`config.mk`:
```
export PLATFORM = sky130hd
export DESIGN_NAME = fetch_decode
export DESIGN_NICKNAME = d
export VERILOG_FILES = /design/src/rtl/az_isa_pkg.sv /design/src/rtl/inst_store.sv /design/src/rtl/fetch_decode.sv
export SDC_FILE = /design/constraint.sdc
export NUM_CORES = 1
export LEC_CHECK = 0
export ABC_AREA = 0
export BUFFER_PORTS_ARGS = -buffer_cell sky130_fd_sc_hd__buf_2
export CAP_MARGIN = 20
export CORE_ASPECT_RATIO = 1.4
export CORE_UTILIZATION = 40
export DETAILED_ROUTE_END_ITERATION = 10
export GPL_TIMING_DRIVEN = 0
export SYNTH_ARGS = -nofsm -noshare
export SYNTH_HDL_FRONTEND = slang
export SYNTH_SLANG_ARGS = --single-unit
```
`constraint.sdc`:
```
create_clock -name clk -period 3.1 [get_ports clk]
set_clock_uncertainty 0.15 [all_clocks]
set_input_delay 0.465 -clock clk [delete_from_list [all_inputs] [get_ports clk]]
set_output_delay 0.465 -clock clk [all_outputs]
set_load 0.05 [all_outputs]
```
`src/rtl/az_isa_pkg.sv`:
```
// Shared ISA definitions for the stack-machine front end: opcodes, fetch/decode
// states and instruction-word field layout.
package az_isa_pkg;

  // Instruction word = {opcode[OPC_W-1:0], operand[DATA_LEN-1:0]}
  localparam int OPC_W   = 4;
  localparam int OPR_LSB = 0;

  localparam logic [OPC_W-1:0] OP_NOP   = 4'h0;
  localparam logic [OPC_W-1:0] OP_PUSH  = 4'h1;
  localparam logic [OPC_W-1:0] OP_POP   = 4'h2;
  localparam logic [OPC_W-1:0] OP_ADD   = 4'h3;
  localparam logic [OPC_W-1:0] OP_SUB   = 4'h4;
  localparam logic [OPC_W-1:0] OP_AND   = 4'h5;
  localparam logic [OPC_W-1:0] OP_OR    = 4'h6;
  localparam logic [OPC_W-1:0] OP_XOR   = 4'h7;
  localparam logic [OPC_W-1:0] OP_LOAD  = 4'h8;
  localparam logic [OPC_W-1:0] OP_STORE = 4'h9;
  localparam logic [OPC_W-1:0] OP_JMP   = 4'hA;
  localparam logic [OPC_W-1:0] OP_JZ    = 4'hB;
  localparam logic [OPC_W-1:0] OP_CALL  = 4'hC;
  localparam logic [OPC_W-1:0] OP_NXTI  = 4'hD;
  localparam logic [OPC_W-1:0] OP_EXIT  = 4'hE;
  localparam logic [OPC_W-1:0] OP_HALT  = 4'hF;

  typedef enum logic [2:0] {
    ST_IDLE  = 3'd0,
    ST_FETCH = 3'd1,
    ST_ISSUE = 3'd2,
    ST_WAIT  = 3'd3,
    ST_STEP  = 3'd4,
    ST_HALT  = 3'd5,
    ST_FAULT = 3'd6
  } fd_state_e;

endpackage

```
`src/rtl/inst_store.sv`:
```
// Instruction store: INST_CAP x INST_LEN register array, one synchronous write
// port and one asynchronous read port. Out-of-range addresses are inert.
module inst_store #(
  parameter int INST_CAP = 20,
  parameter int INST_LEN = 12,
  parameter int PC_W     = $clog2(INST_CAP) + 1
) (
  input  logic                clk,
  input  logic                we,
  input  logic [PC_W-1:0]     wr_addr,
  input  logic [INST_LEN-1:0] wr_data,
  input  logic [PC_W-1:0]     rd_addr,
  output logic [INST_LEN-1:0] rd_data
);

  localparam int              AW  = $clog2(INST_CAP);
  localparam logic [PC_W-1:0] CAP = PC_W'(INST_CAP);

  logic [INST_LEN-1:0] mem [INST_CAP];

  // NOTE: the array has no reset; program contents survive rstn and are only
  // changed by explicit writes, which keeps it a plain register file.
  always_ff @(posedge clk) begin
    if (we && (wr_addr < CAP)) begin
      mem[wr_addr[AW-1:0]] <= wr_data;
    end
  end

  assign rd_data = (rd_addr < CAP) ? mem[rd_addr[AW-1:0]] : '0;

endmodule

```
`src/rtl/fetch_decode.sv`:
```
// Fetch/decode stage: reads mem[pc], issues opcode/operand with a one-cycle en
// pulse, then waits EXEC_LAT cycles. Optional single-step mode: FETCH_STEP_EN.
module fetch_decode
  import az_isa_pkg::*;
#(
  parameter int DATA_LEN = 8,
  parameter int INST_CAP = 20,
  parameter int EXEC_LAT = 3,
  parameter int PC_W     = $clog2(INST_CAP) + 1,
  parameter int INST_LEN = OPC_W + DATA_LEN
) (
  input  logic                clk,
  input  logic                rstn,
  input  logic                start,
`ifdef FETCH_STEP_EN
  input  logic                step,
`endif
  input  logic                prog_we,
  input  logic [PC_W-1:0]     prog_addr,
  input  logic [INST_LEN-1:0] prog_data,
  input  logic [PC_W-1:0]     pc,
  output logic                en,
  output logic [OPC_W-1:0]    control_bus,
  output logic [DATA_LEN-1:0] addr_const,
  output logic                busy,
  output logic                halted,
  output logic                fault
);

  localparam int               CNT_W    = $clog2(EXEC_LAT) + 1;
  localparam logic [PC_W-1:0]  CAP      = PC_W'(INST_CAP);
  localparam logic [CNT_W-1:0] CNT_LOAD = CNT_W'(EXEC_LAT - 1);

  fd_state_e           state_q, state_d;
  logic [INST_LEN-1:0] inst_q, inst_d;
  logic [CNT_W-1:0]    cnt_q, cnt_d;
  logic                en_q, en_d;
  logic                busy_q, halted_q, fault_q;
  logic [INST_LEN-1:0] rd_data;
  logic                store_we;

  // The store is writable only while the machine is parked.
  assign store_we = prog_we && (state_q inside {ST_IDLE, ST_HALT, ST_FAULT});

  inst_store #(
    .INST_CAP (INST_CAP),
    .INST_LEN (INST_LEN),
    .PC_W     (PC_W)
  ) u_store (
    .clk     (clk),
    .we      (store_we),
    .wr_addr (prog_addr),
    .wr_data (prog_data),
    .rd_addr (pc),
    .rd_data (rd_data)
  );

  always_comb begin
    // NOTE: every next-state variable gets a default first so no path through
    // the case leaves one unassigned and infers a latch.
    state_d = state_q;
    inst_d  = inst_q;
    cnt_d   = cnt_q;
    en_d    = 1'b0;
    case (state_q)
      ST_IDLE, ST_HALT, ST_FAULT: begin
        if (start) state_d = ST_FETCH;
      end
      ST_FETCH: begin
        if (pc >= CAP) begin
          state_d = ST_FAULT;
        end else begin
          inst_d  = rd_data;
          state_d = ST_ISSUE;
          // en is registered, so the ISSUE-cycle strobe is decided here
          en_d    = (rd_data[INST_LEN-1 -: OPC_W] != OP_HALT);
        end
      end
      ST_ISSUE: begin
        if (inst_q[INST_LEN-1 -: OPC_W] == OP_HALT) begin
          state_d = ST_HALT;
        end else begin
          cnt_d   = CNT_LOAD;
          state_d = ST_WAIT;
        end
      end
      ST_WAIT: begin
        if (cnt_q == '0) begin
`ifdef FETCH_STEP_EN
          state_d = ST_STEP;
`else
          state_d = ST_FETCH;
`endif
        end else begin
          cnt_d = cnt_q - 1'b1;
        end
      end
      ST_STEP: begin
`ifdef FETCH_STEP_EN
        if (step) state_d = ST_FETCH;
`else
        state_d = ST_IDLE;
`endif
      end
      default: state_d = ST_IDLE;
    endcase
  end

  // NOTE: sequential state uses non-blocking assignments so every register
  // samples the pre-edge values regardless of statement order.
  always_ff @(posedge clk) begin
    if (!rstn) begin
      state_q  <= ST_IDLE;
      inst_q   <= '0;
      cnt_q    <= '0;
      en_q     <= 1'b0;
      busy_q   <= 1'b0;
      halted_q <= 1'b0;
      fault_q  <= 1'b0;
    end else begin
      state_q  <= state_d;
      inst_q   <= inst_d;
      cnt_q    <= cnt_d;
      en_q     <= en_d;
      busy_q   <= state_d inside {ST_FETCH, ST_ISSUE, ST_WAIT, ST_STEP};
      halted_q <= (state_d == ST_HALT);
      fault_q  <= (state_d == ST_FAULT);
    end
  end

  assign en          = en_q;
  assign control_bus = inst_q[INST_LEN-1 -: OPC_W];
  assign addr_const  = inst_q[OPR_LSB +: DATA_LEN];
  assign busy        = busy_q;
  assign halted      = halted_q;
  assign fault       = fault_q;

endmodule

```
# [After elaboration in Yosys (flattened, before gate mapping)]
# Memory sizes are Yosys's and may differ from the RTL's.
# Index checks and enable logic that the tools add are counted.
[totals] register_bits=22 mem_bits_rw=240 in_bits=28 output_inout_bits=16 wordCells=52 n_memories=1
[mem_list] memory="u_store.mem" words=20 width=12 read_ports=1 rd_ports_with_merged_regs=0 wr=1 line_no="inst_store.sv:19" rtl="logic [INST_LEN-1:0] mem [INST_CAP];"
[op_classes] n_addsub=1 order_cmp=3 n_eq_ne=15 n_mux=11 bitwise=3 reduce_logical=11
[ops] operator="$mux W3" n=6
[ops] operator="$eq A3 B3 Y1 const B" n=5
[ops] operator="$eq A3 B2 Y1 const B" n=4
[ops] operator="$lt A6 B5 Y1 const B" n=2
[ops] operator="$mux W12" n=1
[ops] operator="$pmux W3 S4" n=1
[ops] operator="$eq A3 B1 Y1 const B" n=2
[ops] operator="$ge A6 B5 Y1 const B" n=1
[ops] operator="$logic_not A3 Y1" n=2
[ops] operator="$pmux W3 S2" n=1
[ops] operator="$reduce_or A3 Y1" n=2
[ops] operator="$eq A4 B4 Y1 const B" n=1
[ops] operator="$ne A2 B2 Y1 const B" n=2
[ops] operator="$ne A4 B4 Y1 const B" n=1
[ops] operator="$reduce_bool A4 Y1" n=1
[ops] operator="$not A1 Y1" n=3
[ops] operator="$reduce_and A3 Y1" n=1
[ops] operator="$reduce_bool A3 Y1" n=1
[ops] operator="$sub A3 B1 Y3 const B" n=1
[ops] operator="$logic_and A1 B1 Y1" n=2
[ops] operator="$mux W1" n=2
[ops] operator="$reduce_and A2 Y1" n=1
[ops] operator="$reduce_bool A2 Y1" n=1

# [Longest topological paths before layout]
[logic_depth] ltp_word=6 ltp_mapped=8

# [Cells and area by module]
# Synthesis repeated with hierarchy kept, for this count alone.
[hier_totals] hier_cells=548 hier_area_um2=10435.0
[by_module_without_submodules] mod="inst_store" n_inst=1 cells_each=441 area_each_um2=9396.5
[by_module_without_submodules] mod="fetch_decode" n_inst=1 cells_each=107 area_each_um2=1038.5

# [Worst setup path before layout]
# OpenSTA, ideal clock, no wires.
[synth_timing] path_kind="register to register" start="reg state_q[0]" end="mem u_store.mem[8][0] (enable)" setup_time_ns=0.396 arrival_time_ns=2.379 t_required_ns=2.554 setup_slack_ns=0.175 stages_incl_launch_ff=7 period_less_slack_ns=2.925 path_cell_list="dfxtp_1 clkbuf_1 xnor2_1 mux2i_1 nor4b_1 nand3b_1 nor3_1"
[synth_between] elab_chain_len=6 elab_cells_between_ends=8
[synth_rtl] element="start: declaration" line_no="fetch_decode.sv:34" rtl="fd_state_e state_q, state_d;"
[synth_rtl] element="start signal: assignment" line_no="fetch_decode.sv:121" rtl="state_q <= state_d;"
[synth_rtl] element="$eq A3 B3 Y1 or $logic_not A3 Y1 (tied branches)" line_no="fetch_decode.sv:43" rtl="assign store_we = prog_we && (state_q inside {ST_IDLE, ST_HALT, ST_FAULT});"
[synth_rtl] element="$reduce_bool A3 Y1 *" line_no="fetch_decode.sv:43"
[synth_rtl] element="$logic_and A1 B1 Y1 *" line_no="fetch_decode.sv:43"
[synth_rtl] element="$logic_and A1 B1 Y1 *" line_no="inst_store.sv:24" rtl="if (we && (wr_addr < CAP)) begin"
[synth_rtl] element="$mux W1 *" line_no="inst_store.sv:24"
[synth_rtl] element="$mux W1 (implied by the code) *" line_no="inst_store.sv:25" rtl="mem[wr_addr[AW-1:0]] <= wr_data;"
[synth_rtl] element="end: declaration" line_no="inst_store.sv:19"
# Every way passes the cells marked *; elsewhere a longest branch is shown, timed or not.

# [Worst setup path after layout]
# Same ends and word-level chain as after synthesis.

==> results.py <==
metrics = {
    "clock_network": {
        "cts_made_buffers": 25,
        "clkTransAtPathRegs_ns": 0.06,
        "cts_tree": "built",
        "clockBufferDepth": 3,
        "cts.sinks": 262,
        "cts_setup_buffers": 0,
        "worstSkewPairLatency_ns": 0.52,
        "htree_levels": 1,
        "clock-root-buffer": "clkbuf_16",
    },
    "die": {
        "die_h_um": 191,
        "die-area_um2": 26300,
        "io_pins": 44,
        "dieWidth_um": 137,
        "rows": 69,
        "core_area_um2": 25300,
        "initial_core_util": 0.406,
    },
    "final_layout": {
        "fin_util": 0.471,
        "fin_area_um2": 11900,
        "drive_above_1_share": 0.325,
        "area_delta_synth_final_pct": 16.1,
        "instances_no_fill": 951,
        "final_nets": 644,
    },
    "detailed_routing": {
        "vias_per_cell": 5.52,
        "dr.pass1.iters": 4,
        "drc": 0,
        "antenna_left": 0,
        "num_vias": 5252,
        "wirelength_mm": 22.2,
        "drt_iter0_drc": 443,
        "routedWlPerCell_um": 23.3,
    },
    "placed_design": {
        "place_inst": 906,
        "io_buffers": 39,
        "placed_area_um2": 11100,
        "gp_congestion": 0.774,
        "dp_hpwl_mm": 15.6,
        "dp_slack_ns": -0.351,
    },
    "yosys": {
        "ys_ff_latch": 262,
        "netlist-cell-type-count": 48,
        "synth-compound-area-share": 0.0404,
        "async_flop_share": 0,
        "netlist_area_um2": 10300,
        "synth_edf_count": 240,
        "synth_ff_type": "edfxtp_1",
        "synth_top_family_by_area": "multiplexers",
        "synth_fa_ha_area_frac": 0.00244,
        "synth_simple_gate_area_share": 0.0418,
        "ys_seq_area_frac": 0.746,
        "synth_nets": 558,
        "synth_xor_area_frac": 0.000854,
        "muxShareOfSynthArea": 0.150,
        "syn_avg_cell_area_um2": 19.4,
        "syn_inst": 528,
        "yosysWarningCount": 0,
    },
    "grt": {
        "grt_max_degree": 21,
        "antenna_found_initial": 3,
        "grt_pass1_wl_mm": 33.1,
        "grt_pass1_vias": 5515,
        "overflow": 0,
        "grtUsageTotal": 0.174,
    },
    "timing": {
        "rsz0062_at_grt": "true",
        "clock.fmax_ghz": 0.328,
        "slew_headroom": 0.538,
        "min_period_over_period": 0.983,
        "min_period_ns": 3.05,
        "slew_viol_final": 0,
        "setup_viol": 0,
        "tns_ns": 0,
        "finalHoldViolCount": 0,
        "worstMarginPinSlew_ns": 0.689,
        "worst_slack_ns": 0.0512,
    },
    "worst_setup_path": {
        "path_max_fanout": 10,
        "cp-end-kind": "register",
        "cpPeakStageDelay_ns": 0.60,
        "crit_slowest_cell": "nor3_2",
        "critPathArrivalTime_ns": 3.12,
        "cp_cell_sequence": "clkbuf_1 > xnor2_1 > mux2i_1 > nor4b_2 > nand3b_1 > nor3_2 > buf_6",
        "startpoint_type": "register",
        "required_ns": 3.18,
        "worstSetupPathType": "register to register",
    },
    "status": {
        "status": "completed",
    },
    "flow_run": {
        "drv_cap": 0,
    },
    "power_and_ir_drop": {
        "netSwitchingFraction": 0.217,
        "power.leakage_nw": 3.86,
        "power.share.clock": 0.395,
        "irDropWorstVdd_mv": 0.406,
        "p_per_area_nw_per_um2": 602,
        "combPwrFrac": 0.062,
        "p_sw_mw": 1.56,
        "pwr-share-seq": 0.543,
        "internal_power_mw": 5.61,
    },
    "worst_hold_path": {
        "hp-class": "input pin to register",
    },
}
==> stage by stage <==
stage	hold WS, ns	power, mW
after global placement	0.325	4.39
after floorplan	0.329	4.24
final	0.0921	7.17
after detailed placement	0.341	4.41
after CTS	0.0846	7.22
after global routing	0.0996	7.39
==> sequential cells by signal, summed over array words and instances (netlist names) <==
signal,flops
inst_q,12
halted,1
en,1
busy,1
state_q,3
cnt_q,3
fault,1
u_store.mem,240
==> critical path, delay by kind of cell, from the launching register on <==
kind | cells | cell delay (ns)
AND/OR/NAND/NOR | 3 | 1.44
XOR/XNOR | 1 | 0.17
flip-flops | 1 | 0.33
multiplexers | 1 | 0.13
buffers and inverters | 2 | 0.54
==> timing repair <==
item | 4_1_cts | 5_1_grt
hold buffers | 0 | 0
resized for setup | 2 | 13
setup endpoints to repair | 172 | 72
pin swaps | 0 | 0
==> cell usage after synthesis, types with 3 or more instances <==
master,count,area share
o21a_1,3,0.0022
edfxtp_1,240,0.70
o21ai_0,13,0.0063
inv_1,9,0.0033
a31oi_1,3,0.0018
buf_4,8,0.0059
dfxtp_1,22,0.043
nand3_1,4,0.0020
nand2b_1,4,0.0024
buf_1,3,0.0011
clkbuf_1,8,0.0029
nor3b_1,6,0.0044
mux2_2,9,0.0099
mux4_2,61,0.13
mux2i_1,6,0.0059
a21oi_1,22,0.011
nor2_1,21,0.0077
nor2b_1,6,0.0037
nand2_1,24,0.0088
nor3_1,9,0.0044
buf_2,8,0.0039
a21boi_0,4,0.0029
==> logic make-up after synthesis <==
kind of cell,Yosys count
compound gates,63
mux,76
simple gates,86
xor+xnor,1
flops,262
buf+inv,38
fa+ha+maj,2
==> power groups by stage <==
stage	Sequential (mW)	Clock, mW	Combinational (mW)
floorplan	4.00	0	0.243
global placement	3.96	0	0.425
detailed placement	3.97	0	0.444
CTS	3.89	2.88	0.447
global route	3.89	3.02	0.480
finish	3.89	2.83	0.447
==> path summary, 6_finish.rpt <==
check,cells past startpoint,to,slack [ns],startpoint
worst min register to register,2,inst_q[8],0.34,inst_q[8]
worst max-delay path,7,u_store.mem[8][0],0.05,state_q[0]
worst min-delay path,2,halted,0.09,rstn
worst max register to register,7,u_store.mem[8][0],0.05,state_q[0]
==> cell type report <==
cell class	instances	area, um2
antenna	1	2.50
clock inverter	16	116
clock buffer	28	637
buffer	29	164
tap	319	399
timing repair buffer	59	420
sequential	262	7650
multi-input combinational	228	2490
fill	2093	13400
inverter	9	33.8
==> per-layer routing <==
layer  global-route usage  share of wire  vias to the layer above
met5                    0         0.0012                        -
met2                0.320           0.54                      140
met3               0.0270          0.048                       28
li1                     -              -                     2326
met1                0.210           0.39                     2754
met4               0.0410          0.015                        4
==> cells in the final DEF (no fill, tap or decap), types with 8 or more instances in the layout <==
| master | synthesis | layout |
|---|---|---|
| mux2_2 | 9 | 9 |
| clkbuf_16 | 0 | 25 |
| buf_2 | 8 | 47 |
| mux4_2 | 61 | 61 |
| clkbuf_1 | 8 | 11 |
| o21ai_0 | 13 | 13 |
| nor2_2 | 0 | 11 |
| a21oi_1 | 22 | 22 |
| nor2_1 | 21 | 10 |
| buf_4 | 8 | 8 |
| dfxtp_1 | 22 | 22 |
| buf_6 | 2 | 22 |
| inv_1 | 9 | 9 |
| edfxtp_1 | 240 | 240 |
| nand2_1 | 24 | 24 |
No activity file was read; power rests on OpenSTA's default activity.
